[config.mk]
export PLATFORM = sky130hd
export DESIGN_NAME = pc_fetch_control_flat
export DESIGN_NICKNAME = d
export VERILOG_FILES = /design/src/rtl/pc_pkg.sv /design/src/rtl/pc_fetch_control_if.sv /design/src/rtl/pc_redirect_hold.sv /design/src/rtl/pc_fetch_control.sv /design/src/flat_wrapper.sv
export SDC_FILE = /design/constraint.sdc
export NUM_CORES = 1
export LEC_CHECK = 0
export BUFFER_PORTS_ARGS = -buffer_cell sky130_fd_sc_hd__buf_2
export CAP_MARGIN = 20
export CORE_ASPECT_RATIO = 1.4
export CORE_MARGIN = 8
export CORE_UTILIZATION = 50
export CTS_CLUSTER_SIZE = 10
export DETAILED_ROUTE_END_ITERATION = 10
export GPL_TIMING_DRIVEN = 0
export PLACE_DENSITY_LB_ADDON = 0.15
export SLEW_MARGIN = 20
export SYNTH_ARGS = -nofsm -noshare
export SYNTH_HDL_FRONTEND = slang
export SYNTH_SLANG_ARGS = --single-unit
export TNS_END_PERCENT = 30
[constraint.sdc]
create_clock -name Clk -period 3.1 [get_ports Clk]
set_clock_uncertainty 0.1 [all_clocks]
set_input_delay 0.62 -clock Clk [delete_from_list [all_inputs] [get_ports Clk]]
set_output_delay 0.62 -clock Clk [all_outputs]
set_load 0.03 [all_outputs]
[src/rtl/pc_pkg.sv]
// rtl/pc_pkg.sv - shared constants, select encoding and helpers for the fetch PC
package pc_pkg;
  localparam int          PC_WIDTH         = 32;
  localparam int          INSTR_BYTES      = 4;
  localparam logic [31:0] RESET_PC_DEFAULT = 32'h0000_0000;

  // Next-PC source select, in increasing priority order
  localparam logic [1:0]  SEL_SEQ     = 2'd0;
  localparam logic [1:0]  SEL_BRANCH  = 2'd1;
  localparam logic [1:0]  SEL_JUMP    = 2'd2;
  localparam logic [1:0]  SEL_PENDING = 2'd3;

  // BOOT covers the single edge after reset where the reset PC is fetched unchanged
  typedef enum logic {
    ST_BOOT = 1'b0,
    ST_RUN  = 1'b1
  } fetch_state_e;

  // Clear the byte-offset bits so a redirect always lands on an instruction boundary
  function automatic logic [PC_WIDTH-1:0] align_word(input logic [PC_WIDTH-1:0] addr);
    return addr & ~PC_WIDTH'(INSTR_BYTES - 1);
  endfunction
endpackage

[src/rtl/pc_fetch_control_if.sv]
// rtl/pc_fetch_control_if.sv - fetch-stage PC control signal bundle
interface pc_fetch_control_if;
  import pc_pkg::*;

  logic [PC_WIDTH-1:0] PCAddResult;
  logic                BranchTaken;
  logic [PC_WIDTH-1:0] BranchTarget;
  logic                Jump;
  logic [PC_WIDTH-1:0] JumpTarget;
  logic                Stall;
  logic [PC_WIDTH-1:0] PCResult;
  logic                FetchValid;
  logic                Flush;
  logic                Misaligned;

  // master: the PC controller itself
  modport master (
    input  PCAddResult, BranchTaken, BranchTarget, Jump, JumpTarget, Stall,
    output PCResult, FetchValid, Flush, Misaligned
  );

  // slave: the pipeline around it (adder, hazard unit, branch/jump resolution)
  modport slave (
    output PCAddResult, BranchTaken, BranchTarget, Jump, JumpTarget, Stall,
    input  PCResult, FetchValid, Flush, Misaligned
  );
endinterface

[src/rtl/pc_redirect_hold.sv]
// rtl/pc_redirect_hold.sv - holds one redirect target captured while fetch is stalled
module pc_redirect_hold
  import pc_pkg::*;
(
  input  logic                Clk,
  input  logic                Reset,
  input  logic                capture_en_i,
  input  logic [PC_WIDTH-1:0] capture_target_i,
  input  logic                release_i,
  output logic                pend_valid_o,
  output logic [PC_WIDTH-1:0] pend_target_o
);
  logic                valid_q, valid_d;
  logic [PC_WIDTH-1:0] target_q, target_d;

  // First capture wins; later requests are ignored until the hold is released
  always_comb begin
    valid_d  = valid_q;
    target_d = target_q;
    if (release_i) begin
      valid_d = 1'b0;
    end else if (capture_en_i && !valid_q) begin
      valid_d  = 1'b1;
      target_d = capture_target_i;
    end
  end

  // Pending register; reset discards any held redirect
  always_ff @(posedge Clk or posedge Reset) begin
    if (Reset) begin
      valid_q  <= 1'b0;
      target_q <= '0;
    end else begin
      valid_q  <= valid_d;
      target_q <= target_d;
    end
  end

  assign pend_valid_o  = valid_q;
  assign pend_target_o = target_q;
endmodule

[src/rtl/pc_fetch_control.sv]
// rtl/pc_fetch_control.sv - fetch PC register with redirect arbitration, stall and flush
module pc_fetch_control
  import pc_pkg::*;
#(
  parameter logic [31:0] RESET_PC    = RESET_PC_DEFAULT,
  parameter bit          ALIGN_CHECK = 1'b1
) (
  input  logic                Clk,
  input  logic                Reset,
  pc_fetch_control_if.master  bus
);
  fetch_state_e        state_q, state_d;
  logic [PC_WIDTH-1:0] pc_q, pc_d;
  logic                fetch_valid_q, fetch_valid_d;
  logic                flush_q, flush_d;
  logic                mis_q, mis_d;

  logic [1:0]          sel;
  logic [PC_WIDTH-1:0] raw_tgt;
  logic                redirect;
  logic                pend_valid;
  logic [PC_WIDTH-1:0] pend_target;
  logic                capture_en;
  logic [PC_WIDTH-1:0] capture_target;
  logic                release_pend;

  // A redirect seen during a stall is parked; any unstalled running edge consumes it
  assign capture_en     = (state_q == ST_RUN) && bus.Stall && (bus.Jump || bus.BranchTaken);
  assign capture_target = bus.Jump ? bus.JumpTarget : bus.BranchTarget;
  assign release_pend   = (state_q == ST_RUN) && !bus.Stall;

  pc_redirect_hold u_hold (
    .Clk              (Clk),
    .Reset            (Reset),
    .capture_en_i     (capture_en),
    .capture_target_i (capture_target),
    .release_i        (release_pend),
    .pend_valid_o     (pend_valid),
    .pend_target_o    (pend_target)
  );

  // Priority select: older pending redirect, then jump, then branch, then PC+4
  always_comb begin
    sel = SEL_SEQ;
    if (pend_valid)           sel = SEL_PENDING;
    else if (bus.Jump)        sel = SEL_JUMP;
    else if (bus.BranchTaken) sel = SEL_BRANCH;
    case (sel)
      SEL_PENDING: raw_tgt = pend_target;
      SEL_JUMP:    raw_tgt = bus.JumpTarget;
      SEL_BRANCH:  raw_tgt = bus.BranchTarget;
      default:     raw_tgt = bus.PCAddResult;
    endcase
    redirect = (sel != SEL_SEQ);
  end

  // Next-state and output decode; pulses default low so they last one cycle
  always_comb begin
    state_d       = state_q;
    pc_d          = pc_q;
    flush_d       = 1'b0;
    mis_d         = 1'b0;
    case (state_q)
      ST_BOOT: state_d = ST_RUN;
      ST_RUN: begin
        if (!bus.Stall) begin
          if (redirect) begin
            pc_d    = align_word(raw_tgt);
            flush_d = 1'b1;
            mis_d   = ALIGN_CHECK && (raw_tgt[1:0] != 2'b00);
          end else begin
            pc_d    = raw_tgt;
          end
        end
      end
      default: state_d = ST_BOOT;
    endcase
    fetch_valid_d = (state_d == ST_RUN);
  end

  // State and output flops
  always_ff @(posedge Clk or posedge Reset) begin
    if (Reset) begin
      state_q       <= ST_BOOT;
      pc_q          <= RESET_PC;
      fetch_valid_q <= 1'b0;
      flush_q       <= 1'b0;
      mis_q         <= 1'b0;
    end else begin
      state_q       <= state_d;
      pc_q          <= pc_d;
      fetch_valid_q <= fetch_valid_d;
      flush_q       <= flush_d;
      mis_q         <= mis_d;
    end
  end

  assign bus.PCResult   = pc_q;
  assign bus.FetchValid = fetch_valid_q;
  assign bus.Flush      = flush_q;
  assign bus.Misaligned = mis_q;
endmodule

[src/flat_wrapper.sv]
// flat-port wrapper written by rule: the top's interface ports become plain ports
module pc_fetch_control_flat import pc_pkg::*;
#(
  parameter logic [31:0] RESET_PC    = RESET_PC_DEFAULT,
  parameter bit          ALIGN_CHECK = 1'b1
)
  (Clk, Reset, bus_PCAddResult, bus_BranchTaken, bus_BranchTarget, bus_Jump, bus_JumpTarget, bus_Stall, bus_PCResult, bus_FetchValid, bus_Flush, bus_Misaligned);
  pc_fetch_control_if bus_i ();
  input  logic Clk;
  input  logic Reset;
  input wire logic [$bits(bus_i.PCAddResult)-1:0] bus_PCAddResult;
  input wire logic [$bits(bus_i.BranchTaken)-1:0] bus_BranchTaken;
  input wire logic [$bits(bus_i.BranchTarget)-1:0] bus_BranchTarget;
  input wire logic [$bits(bus_i.Jump)-1:0] bus_Jump;
  input wire logic [$bits(bus_i.JumpTarget)-1:0] bus_JumpTarget;
  input wire logic [$bits(bus_i.Stall)-1:0] bus_Stall;
  output wire logic [$bits(bus_i.PCResult)-1:0] bus_PCResult;
  output wire logic [$bits(bus_i.FetchValid)-1:0] bus_FetchValid;
  output wire logic [$bits(bus_i.Flush)-1:0] bus_Flush;
  output wire logic [$bits(bus_i.Misaligned)-1:0] bus_Misaligned;
  assign bus_i.PCAddResult = bus_PCAddResult;
  assign bus_i.BranchTaken = bus_BranchTaken;
  assign bus_i.BranchTarget = bus_BranchTarget;
  assign bus_i.Jump = bus_Jump;
  assign bus_i.JumpTarget = bus_JumpTarget;
  assign bus_i.Stall = bus_Stall;
  assign bus_PCResult = bus_i.PCResult;
  assign bus_FetchValid = bus_i.FetchValid;
  assign bus_Flush = bus_i.Flush;
  assign bus_Misaligned = bus_i.Misaligned;
  pc_fetch_control #(.RESET_PC(RESET_PC), .ALIGN_CHECK(ALIGN_CHECK)) u_core (.Clk(Clk), .Reset(Reset), .bus(bus_i));
endmodule
==> impl_metrics.tcl <==
set metrics [dict create \
    routed_wl_mm 11.2 \
    layout-drive-gt1-share 0.535 \
    setup_ws_ns 1.24 \
    path_max_fanout 10 \
    nets 582 \
    finalCriticalPeriod_ns 1.86 \
    worstMarginPinSlew_ns 0.592 \
    grt_usage 0.212 \
    ios 136 \
    fin_area_um2 4840 \
    path_class "register to register" \
    max_slew_margin 0.605 \
    reg2reg_from "u_core.state_q" \
    ant_nets 0 \
    core_area_um2 7610 \
    p_seq_frac 0.432 \
    preCtsSetupSlack_ns 0.929 \
    pwr_density_cell_nw_per_um2 594 \
    hpwlAfterDp_mm 8.52 \
    comb_power_share 0.332 \
    syn_inst 334 \
    ys_ff_latch 68 \
    placed_area_um2 4660 \
    initialDrtViolationCount 110 \
    holdWs_ns 0.164 \
    syn_nets 435 \
    htree_levels 3 \
    power_frac_clock 0.236 \
    rsz0062_at_grt "false" \
    grt_pass1_wl_mm 18.5 \
    yosysWarningCount 0 \
    crit_start "u_core.state_q" \
    cts_sinks 68 \
    cts_resized 0 \
    synth.distinct_cells 26 \
    grt_pass1_vias 3849 \
    cts_hold_repair.buffers 0 \
    drc 0 \
    hp-class "primary input to async pin" \
    clk_latency_ns 0.34 \
    cts_buffers 9 \
    fp.dieW_um 90.1 \
    crit_arrival_ns 2.00 \
    grt-ovfl-total 0 \
    p_sw_uw 960 \
    status "finished clean" \
    end_kind "register" \
    syn_avg_cell_area_um2 11.5 \
    crit_required_ns 3.24 \
    cts.path.max_buffers 2 \
    row_count 38 \
    place_congestion 0.794 \
    syn_area_um2 3840 \
    initial_core_util 0.505 \
    leakage_uw 0.00207 \
    io_buffers 135 \
    sw_frac_of_total 0.334 \
    grt_max_degree 40 \
    fp.dieH_um 120 \
    max_freq_mhz 538 \
    fill_cells 651 \
    cts.reportedPaths.clkPinSlew_ns 0.07 \
    setup_violations 0 \
    peakVddDrop_uv 375 \
    dr.pass1.iters 4 \
    vias 3345 \
    drv_cap 0 \
    ys_seq_area_frac 0.443 \
    startpoint_type "register" \
    area_delta_synth_final_pct 25.9 \
    intPower_uw 1910 \
    finalHoldViolCount 0 \
    routed_via_density 5.73 \
    die_area_um2 10800 \
    fin_crit_sh 0.600 \
    antennaDiodeCount 0 \
    timing.final.max_slew_violations 0 \
    wire_per_inst_um 19.2 \
    root_buffer "clkbuf_8" \
    postCtsSetupBuffers 0 \
    antenna_found_initial 0 \
    cts_tree "yes" \
]
## cells in the mapped netlist
cell type | instances | area (um2)
nor2_1 | 3 | 11.3
nor3_2 | 1 | 10.0
o221a_1 | 2 | 22.5
nor2_2 | 1 | 6.26
buf_2 | 8 | 40.0
buf_4 | 5 | 37.5
buf_1 | 3 | 11.3
buf_6 | 3 | 33.8
nor4b_1 | 1 | 8.76
dfrtp_1 | 68 | 1700
nor2b_1 | 31 | 194
mux2_2 | 64 | 721
nand2_1 | 31 | 116
and2_1 | 1 | 6.26
inv_1 | 1 | 3.75
a21o_1 | 1 | 7.51
clkbuf_1 | 14 | 52.6
conb_1 | 1 | 3.75
o211ai_1 | 1 | 7.51
nand2b_1 | 1 | 6.26
o311ai_1 | 30 | 263
o221a_2 | 28 | 315
nor3b_1 | 30 | 225
nor3_1 | 1 | 5.00
o21ai_0 | 1 | 5.00
a22o_1 | 3 | 26.3
## worst max-delay path, cell delays in order (launching register included)
cell,delay [ns]
dfrtp_1,0.38
nor2b_1,0.14
buf_2,0.19
buf_1,0.48
o311ai_1,0.27
o221a_2,0.19
## logic make-up after synthesis
family          share of synthesized area
buf+inv                            0.0466
other cells                      0.000976
mux                                 0.188
compound gates                      0.168
simple gates                        0.153
flops                               0.443
## power groups by stage
stage	Sequential (uW)	Clock, uW	Combinational, uW
floorplan	1430	0	468
global placement	1240	0	933
detailed placement	1260	0	962
CTS	1240	691	965
global route	1270	720	1030
finish	1240	677	955
## flip-flops by register name (all words and copies together) (netlist names)
register and cells:
u_core.bus.Flush 1, u_core.bus.PCResult 32, u_core.u_hold.pend_valid_o 1, u_core.bus.Misaligned 1
u_core.state_q 1, u_core.u_hold.pend_target_o 32
## cell type report
class,instances,area (um2),share of cell area
tap,100,125,0.0259
clock buffer,11,131,0.0272
buffer,33,175,0.0362
sequential,68,1700,0.352
timing repair buffer,136,696,0.144
multi-input combinational,232,1960,0.405
clock inverter,3,40.0,0.00828
inverter,1,6.26,0.00129
## path summary, 6_finish.rpt
kind | to | slack [ns] | cells past startpoint
min in group Clk | u_core.bus.PCResult[1] | 0.40 | 2
worst max-delay path | u_core.bus.PCResult[10] | 1.24 | 5
worst max register to register | u_core.bus.PCResult[10] | 1.24 | 5
worst min-delay path | u_core.bus.PCResult[6] | 0.16 | 2
worst min register to register | u_core.bus.PCResult[1] | 0.40 | 1
max in group asynchronous | u_core.u_hold.pend_target_o[18] | 2.20 | 3
## routing by layer
metal / wire length, um / share of wire / vias up / GRT usage
li1: - / - / 1568 / -
met1: 4650 / 0.41 / 1649 / 0.235
met2: 5800 / 0.52 / 108 / 0.376
met3: 512 / 0.046 / 20 / 0.0400
met4: 269 / 0.024 / 0 / 0.114
met5: 0 / 0 / - / 0
## metrics by stage
stage / TNS (ns) / utilization / power [uW] / std cells
2_1_floorplan: 0 / - / 1900 / 334
3_3_place_gp: -16.97 / 0.610 / 2180 / 569
3_5_place_dp: 0 / 0.613 / 2220 / 570
4_1_cts: 0 / 0.636 / 2900 / 584
5_1_grt: 0 / 0.636 / 3020 / 584
6_report: 0 / 0.636 / 2870 / 584
## layout by cell type (no fill, tap or decap), drive strengths merged, types with 2 or more instances in the layout
| cell | instances |
|---|---|
| nor2b | 31 |
| a22o | 3 |
| clkbuf | 25 |
| dfrtp | 68 |
| mux2 | 64 |
| nor3 | 2 |
| o221a | 30 |
| nor3b | 30 |
| buf | 155 |
| clkinv | 2 |
| nor2 | 4 |
| nand2 | 31 |
| o311ai | 30 |
(Power assumes the default switching activity.)
